## config.mk

```make
export PLATFORM = sky130hd
export DESIGN_NAME = bit_serial_adder
export DESIGN_NICKNAME = d
export VERILOG_FILES = /design/src/rtl/bit_serial_adder.sv
export SDC_FILE = /design/constraint.sdc
export NUM_CORES = 1
export LEC_CHECK = 0
export ABC_AREA = 1
export BUFFER_PORTS_ARGS = -buffer_cell sky130_fd_sc_hd__buf_2
export CAP_MARGIN = 40
export CORE_ASPECT_RATIO = 0.9
export CORE_MARGIN = 2
export CORE_UTILIZATION = 55
export DETAILED_ROUTE_END_ITERATION = 6
export PLACE_DENSITY = 0.78
export SLEW_MARGIN = 15
export SYNTH_ARGS = -nofsm -noshare
export SYNTH_HDL_FRONTEND = slang
export SYNTH_SLANG_ARGS = --single-unit
```

## constraint.sdc

```tcl
create_clock -name clk -period 2.21 [get_ports clk]
set_input_delay 0.1105 -clock clk [delete_from_list [all_inputs] [get_ports clk]]
set_output_delay 0.1105 -clock clk [all_outputs]
set_load 0.02 [all_outputs]
```

## src/rtl/bit_serial_adder.sv

```systemverilog
// Bit-serial adder: one full-adder cell reused LSB first, one bit per clock.
// Operands load in parallel; sum, carry-out and signed overflow return in parallel.
module bit_serial_adder #(
  parameter int unsigned WIDTH = 8
) (
  input  logic             clk,
  input  logic             rst_n,
  input  logic             start,
  input  logic [WIDTH-1:0] a,
  input  logic [WIDTH-1:0] b,
  input  logic             cin,
  output logic             busy,
  output logic             done,
  output logic [WIDTH-1:0] sum,
  output logic             cout,
  output logic             ovf
);

  localparam int unsigned CNT_W = (WIDTH > 1) ? $clog2(WIDTH) : 1;
  localparam logic [CNT_W-1:0] LAST = CNT_W'(WIDTH - 1);

  typedef enum logic {IDLE, RUN} state_t;

  state_t           state_q, state_d;
  logic [WIDTH-1:0] a_sr_q, a_sr_d;
  logic [WIDTH-1:0] b_sr_q, b_sr_d;
  logic [WIDTH-1:0] s_sr_q, s_sr_d;
  logic             c_q, c_d;
  logic [CNT_W-1:0] cnt_q, cnt_d;
  logic             busy_q, busy_d;
  logic             done_q, done_d;
  logic [WIDTH-1:0] sum_q, sum_d;
  logic             cout_q, cout_d;
  logic             ovf_q, ovf_d;

  logic             bit_s;
  logic             carry_n;

  always_ff @(posedge clk or negedge rst_n) begin
    if (!rst_n) begin
      state_q <= IDLE;
      a_sr_q  <= '0;
      b_sr_q  <= '0;
      s_sr_q  <= '0;
      c_q     <= 1'b0;
      cnt_q   <= '0;
      busy_q  <= 1'b0;
      done_q  <= 1'b0;
      sum_q   <= '0;
      cout_q  <= 1'b0;
      ovf_q   <= 1'b0;
    end else begin
      state_q <= state_d;
      a_sr_q  <= a_sr_d;
      b_sr_q  <= b_sr_d;
      s_sr_q  <= s_sr_d;
      c_q     <= c_d;
      cnt_q   <= cnt_d;
      busy_q  <= busy_d;
      done_q  <= done_d;
      sum_q   <= sum_d;
      cout_q  <= cout_d;
      ovf_q   <= ovf_d;
    end
  end

  always_comb begin
    state_d = state_q;
    a_sr_d  = a_sr_q;
    b_sr_d  = b_sr_q;
    s_sr_d  = s_sr_q;
    c_d     = c_q;
    cnt_d   = cnt_q;
    busy_d  = busy_q;
    done_d  = 1'b0;
    sum_d   = sum_q;
    cout_d  = cout_q;
    ovf_d   = ovf_q;

    bit_s   = a_sr_q[0] ^ b_sr_q[0] ^ c_q;
    carry_n = (a_sr_q[0] & b_sr_q[0]) | (c_q & (a_sr_q[0] ^ b_sr_q[0]));

    case (state_q)
      IDLE: begin
        if (start) begin
          a_sr_d  = a;
          b_sr_d  = b;
          c_d     = cin;
          cnt_d   = '0;
          busy_d  = 1'b1;
          state_d = RUN;
        end
      end
      RUN: begin
        a_sr_d = a_sr_q >> 1;
        b_sr_d = b_sr_q >> 1;
        s_sr_d = {bit_s, s_sr_q[WIDTH-1:1]};
        c_d    = carry_n;
        cnt_d  = cnt_q + CNT_W'(1);
        // On the MSB step c_q is the carry into the MSB, so ovf is its XOR with carry-out.
        if (cnt_q == LAST) begin
          sum_d   = s_sr_d;
          cout_d  = carry_n;
          ovf_d   = c_q ^ carry_n;
          done_d  = 1'b1;
          busy_d  = 1'b0;
          state_d = IDLE;
        end
      end
      default: state_d = IDLE;
    endcase
  end

  assign busy = busy_q;
  assign done = done_q;
  assign sum  = sum_q;
  assign cout = cout_q;
  assign ovf  = ovf_q;

endmodule

```

======== After elaboration in Yosys (flattened, before gate mapping) ========
Index checks and enable logic that the tools add are counted.
operators by class
  $add $sub $neg .......................... 1
  $mul .................................... 0
  divide/modulo/power cells ............... 0
  $lt $le $gt $ge ......................... 0
  eq/ne operators ......................... 3
  shift operators ......................... 0
  muxes and demuxes ....................... 16
  bitwise logic cells ..................... 7
  reduce and logical (&&, ||, !) cells .... 2
operator list
  kind                   count
  $pmux W8 S2            2
  $mux W8                2
  $mux W1                7
  $pmux W1 S2            3
  $pmux W3 S2            1
  $reduce_and A2 Y1      2
  $add A3 B1 Y3 const B  1
  $eq A3 B3 Y1 const B   1
  $mux W3                1
  $xor A1 B1 Y1          3
  $and A1 B1 Y1          2
  $ne A2 B1 Y1 const B   1
  $ne A2 B2 Y1 const B   1
  $not A1 Y1             1
  $or A1 B1 Y1           1
storage, ports and cells
  bits in registers ....................... 41
  bits in latches ......................... 0
  RAM bits ................................ 0
  memory bits (read-only) ................. 0
  input bits .............................. 20
  output and inout port bits .............. 12
  logic and storage cells ................. 40
  memories kept ........................... 0

======== Depth between registers and ports, before layout ========
  depth in word-level cells ............... 4
  depth in mapped cells ................... 6
  depth with buffers taken out ............ 6

======== Worst setup path before layout ========
OpenSTA, ideal clock, no wires.
  path type ............................... reg2reg
  start ................................... reg cnt_q[0]
  end ..................................... reg ovf_q, in the netlist ovf
  setup time .............................. 117 ps
  data arrival time ....................... 1114 ps
  data required time ...................... 2093 ps
  path slack .............................. 979 ps
  stages on the path, launching flop included .. 7
  buffers on the path ..................... 0
  period minus slack after synthesis ...... 1231 ps
  path through ............................ dfrtp_1 > ha_1 > ha_1 > nand2_4 > clkinv_1 > nand3_1 > nand2_1
on the way
  longest elaborated chain between the ends .. 2
ends and longest elaborated chain
  item                         RTL line  source
  from (decl)                  29        logic [CNT_W-1:0] cnt_q, cnt_d;
  from (signal assigned)       58        cnt_q <= cnt_d;
  $eq A3 B3 Y1                 101       if (cnt_q == LAST) begin
  $reduce_and A2 Y1 (no line)  -
  to (signal assigned)         63        ovf_q <= ovf_d;
  to (decl)                    34        logic ovf_q, ovf_d;
Every way passes these cells.
A chain may end at the register's enable or synchronous reset.

======== Worst setup path after layout ========
Ends and elaborated chain as after synthesis.

==> flow_summary.json <==
{
  "setup_violations": 0,
  "floorplan.die.height_um": 57.3,
  "cts_tree": "built",
  "tritoncts_num_sinks": 40,
  "rsz0062_at_grt": "false",
  "number_of_buffers_inserted_during_clock_tree_synthesis": 5,
  "hold_violations": 2,
  "number_of_buffer_cells_added_on_primary_ports": 31,
  "power_report.internal_total_mw": 1.55,
  "vdd.ir_drop.worst_mv": 0.766,
  "startpoint_class": "register",
  "drive_above_1_share": 0.235,
  "cp.required_ps": 2460,
  "skew_ps": 10.6,
  "cap_violations": 0,
  "cts_resized": 0,
  "clockPowerShare": 0.159,
  "horizontal_extent_of_the_die_um": 63.2,
  "average_size_of_a_mapped_cell_um2": 9.42,
  "setup.worst_path.end_class": "register",
  "hold_path_class": "in -> reg",
  "power-per-cell-area_mw_per_mm2": 1290,
  "detail_route.first_pass.iterations": 4,
  "gr-total-overflow": 0,
  "path_class": "reg -> reg",
  "hpwlAfterDp_um": 2100,
  "grt_start_max_net_pins": 41,
  "routabilityCongestion": 0.742,
  "mappedNetlistArea_mm2": 0.00173,
  "yosys-top-cells-area": "dfrtp_1 (58%), nand2_1 (14%), nand3_1 (9.8%)",
  "fmax_mhz": 666,
  "rr_worst_depth": 6,
  "synth_sequential_area_ratio": 0.578,
  "sw_frac_of_total": 0.395,
  "power_leakage_nw": 1.04,
  "fillCellCount": 257,
  "power_frac_seq": 0.476,
  "grt_pass1_vias": 1248,
  "num-nets-final": 241,
  "ys_seq_elements": 40,
  "violations": "hold timing",
  "clk_root_buffer_cell": "clkbuf_4",
  "worst_slew_pin_slew_ps": 550,
  "cp_data_arrival_time_ps": 1750,
  "route.final.wire_length_um": 3060,
  "maxSlewHeadroom": 0.633,
  "clk_latency_ps": 350,
  "drc_errors": 0,
  "grt_pass1_wl_um": 5420,
  "design.portCount": 32,
  "synthCells": 184,
  "share_comb_of_total_power": 0.365,
  "area_of_the_multi_input_gates_um2": 612,
  "synth_largest_area_cell": "dfrtp_1",
  "flow.area_growth_from_synthesis_pct": 14.7,
  "drv_slew": 0,
  "row_count": 19,
  "grtUsageTotal": 0.198,
  "outcome": "complete, but fails checks",
  "min_delay_path_depth": 3,
  "cts_max_level": 2,
  "hold_ws_ps": -2.55,
  "regArea_mm2": 0.00100,
  "clk_pin_slew_ps": 120,
  "antenna_violations_before_repair": 0,
  "dr.first_iter.drc_count": 66,
  "routed_wire_length_per_instance_um": 11.8,
  "die_area_mm2": 0.00362,
  "detailroute.via_count": 1316,
  "layout_worst_path_cycle_share": 0.680,
  "routed_via_density": 5.08,
  "antenna-diode-count": 0,
  "cts-root-to-sink-buffers": 2,
  "yosysUniqueCellTypes": 16,
  "worstPathMaxFanout": 19,
  "ant_nets": 0,
  "yosysWarningCount": 0,
  "synth.top_cell.area_share": 0.578,
  "setup_tns_ps": 0,
  "floorplan.initialDensity": 0.574,
  "postSynthNetCount": 208,
  "period_minus_slack_ps": 1500,
  "power_switching_mw": 1.01,
  "core_region_area_mm2": 0.00302
}
==> metrics by stage <==
| step | setup WS [ps] | instance area, um2 | utilization | instances | power (mW) |
|---|---|---|---|---|---|
| final | 708 | 1990 | 0.658 | 259 | 2.56 |
| after global routing | 626 | 1990 | 0.658 | 259 | 2.77 |
| after CTS | 693 | 1970 | 0.651 | 258 | 2.58 |
| after floorplan | 979 | 1730 | - | 184 | 1.95 |
| after detailed placement | 709 | 1870 | 0.620 | 248 | 2.18 |
| after global placement | 789 | 1870 | 0.620 | 248 | 2.11 |
==> worst paths after layout <==
kind / from / end / slack (ps)
min: b[0] / b_sr_q[0] / -3
min reg2reg: s_sr_q[6] / s_sr_q[5] / 490
max: cnt_q[0] / ovf / 710
min in group asynchronous: rst_n / sum[2] / 100
max reg2reg: cnt_q[0] / ovf / 710
max in group asynchronous: rst_n / b_sr_q[7] / 1710
==> cell families after synthesis <==
kind of cell             synth area share
AO/OA/AOI/OAI                      0.0635
buffers and inverters              0.0693
flip-flops                          0.578
adder cells (fa/ha/maj)            0.0332
AND/OR/NAND/NOR                     0.256
==> Yosys cell counts (all sizes together) <==
cell type	instances
buf	10
clkinv	1
dfrtp	40
fa	1
ha	3
inv	10
nand2	67
nand3	34
nor2	2
o21ai	16
==> state kept, by name, summed over array words and instances, names as in the netlist <==
signal	cells
a_sr_q	8
b_sr_q	8
busy	1
c_q	1
cnt_q	3
cout	1
done	1
ovf	1
s_sr_q	7
state_q	1
sum	8
==> timing repair <==
action / CTS / global route
hold buffers: 3 / 0
buffers inserted: 0 / 0
endpoints found under the hold margin: 42 / 0
==> layout make-up <==
class                           count  share of cell area
Inverter                           11              0.0220
Timing Repair Buffer               36               0.107
Tap cell                           42              0.0264
Multi-Input combinational cell    123               0.308
Sequential cell                    40               0.504
Clock buffer                        7              0.0327
==> power groups by stage <==
stage | clock (mW) | combinational (mW) | sequential (mW)
finish | 0.407 | 0.934 | 1.22
global route | 0.442 | 1.07 | 1.25
CTS | 0.411 | 0.949 | 1.22
detailed placement | 0 | 0.943 | 1.24
global placement | 0 | 0.893 | 1.21
floorplan | 0 | 0.673 | 1.28
==> layer usage <==
metal,track usage,vias to the layer above,wire length (um)
met5,0,-,0
met4,0.124,0,81
met3,0.0572,11,138
met2,0.315,29,1420
met1,0.241,619,1420
li1,-,657,-
==> worst max-delay path, cell delays in order, from the launching register on <==
cell and delay (ps):
dfrtp_1 410, ha_1 240, ha_1 220, nand2_4 220
clkinv_1 170, nand3_1 100, nand2_1 50
==> layout by cell type (no fill, tap or decap) <==
cell type	count
nand2_4	1
nand2_1	66
clkbuf_8	2
inv_1	9
nor2_1	1
clkbuf_4	5
fa_1	1
dlygate4sd3_1	3
o21ai_0	8
ha_1	3
buf_4	1
inv_4	1
nand3_1	34
nor2_4	1
clkinv_1	1
buf_12	1
dfrtp_1	40
o21ai_2	8
buf_2	31
(Power assumes the default switching activity.)
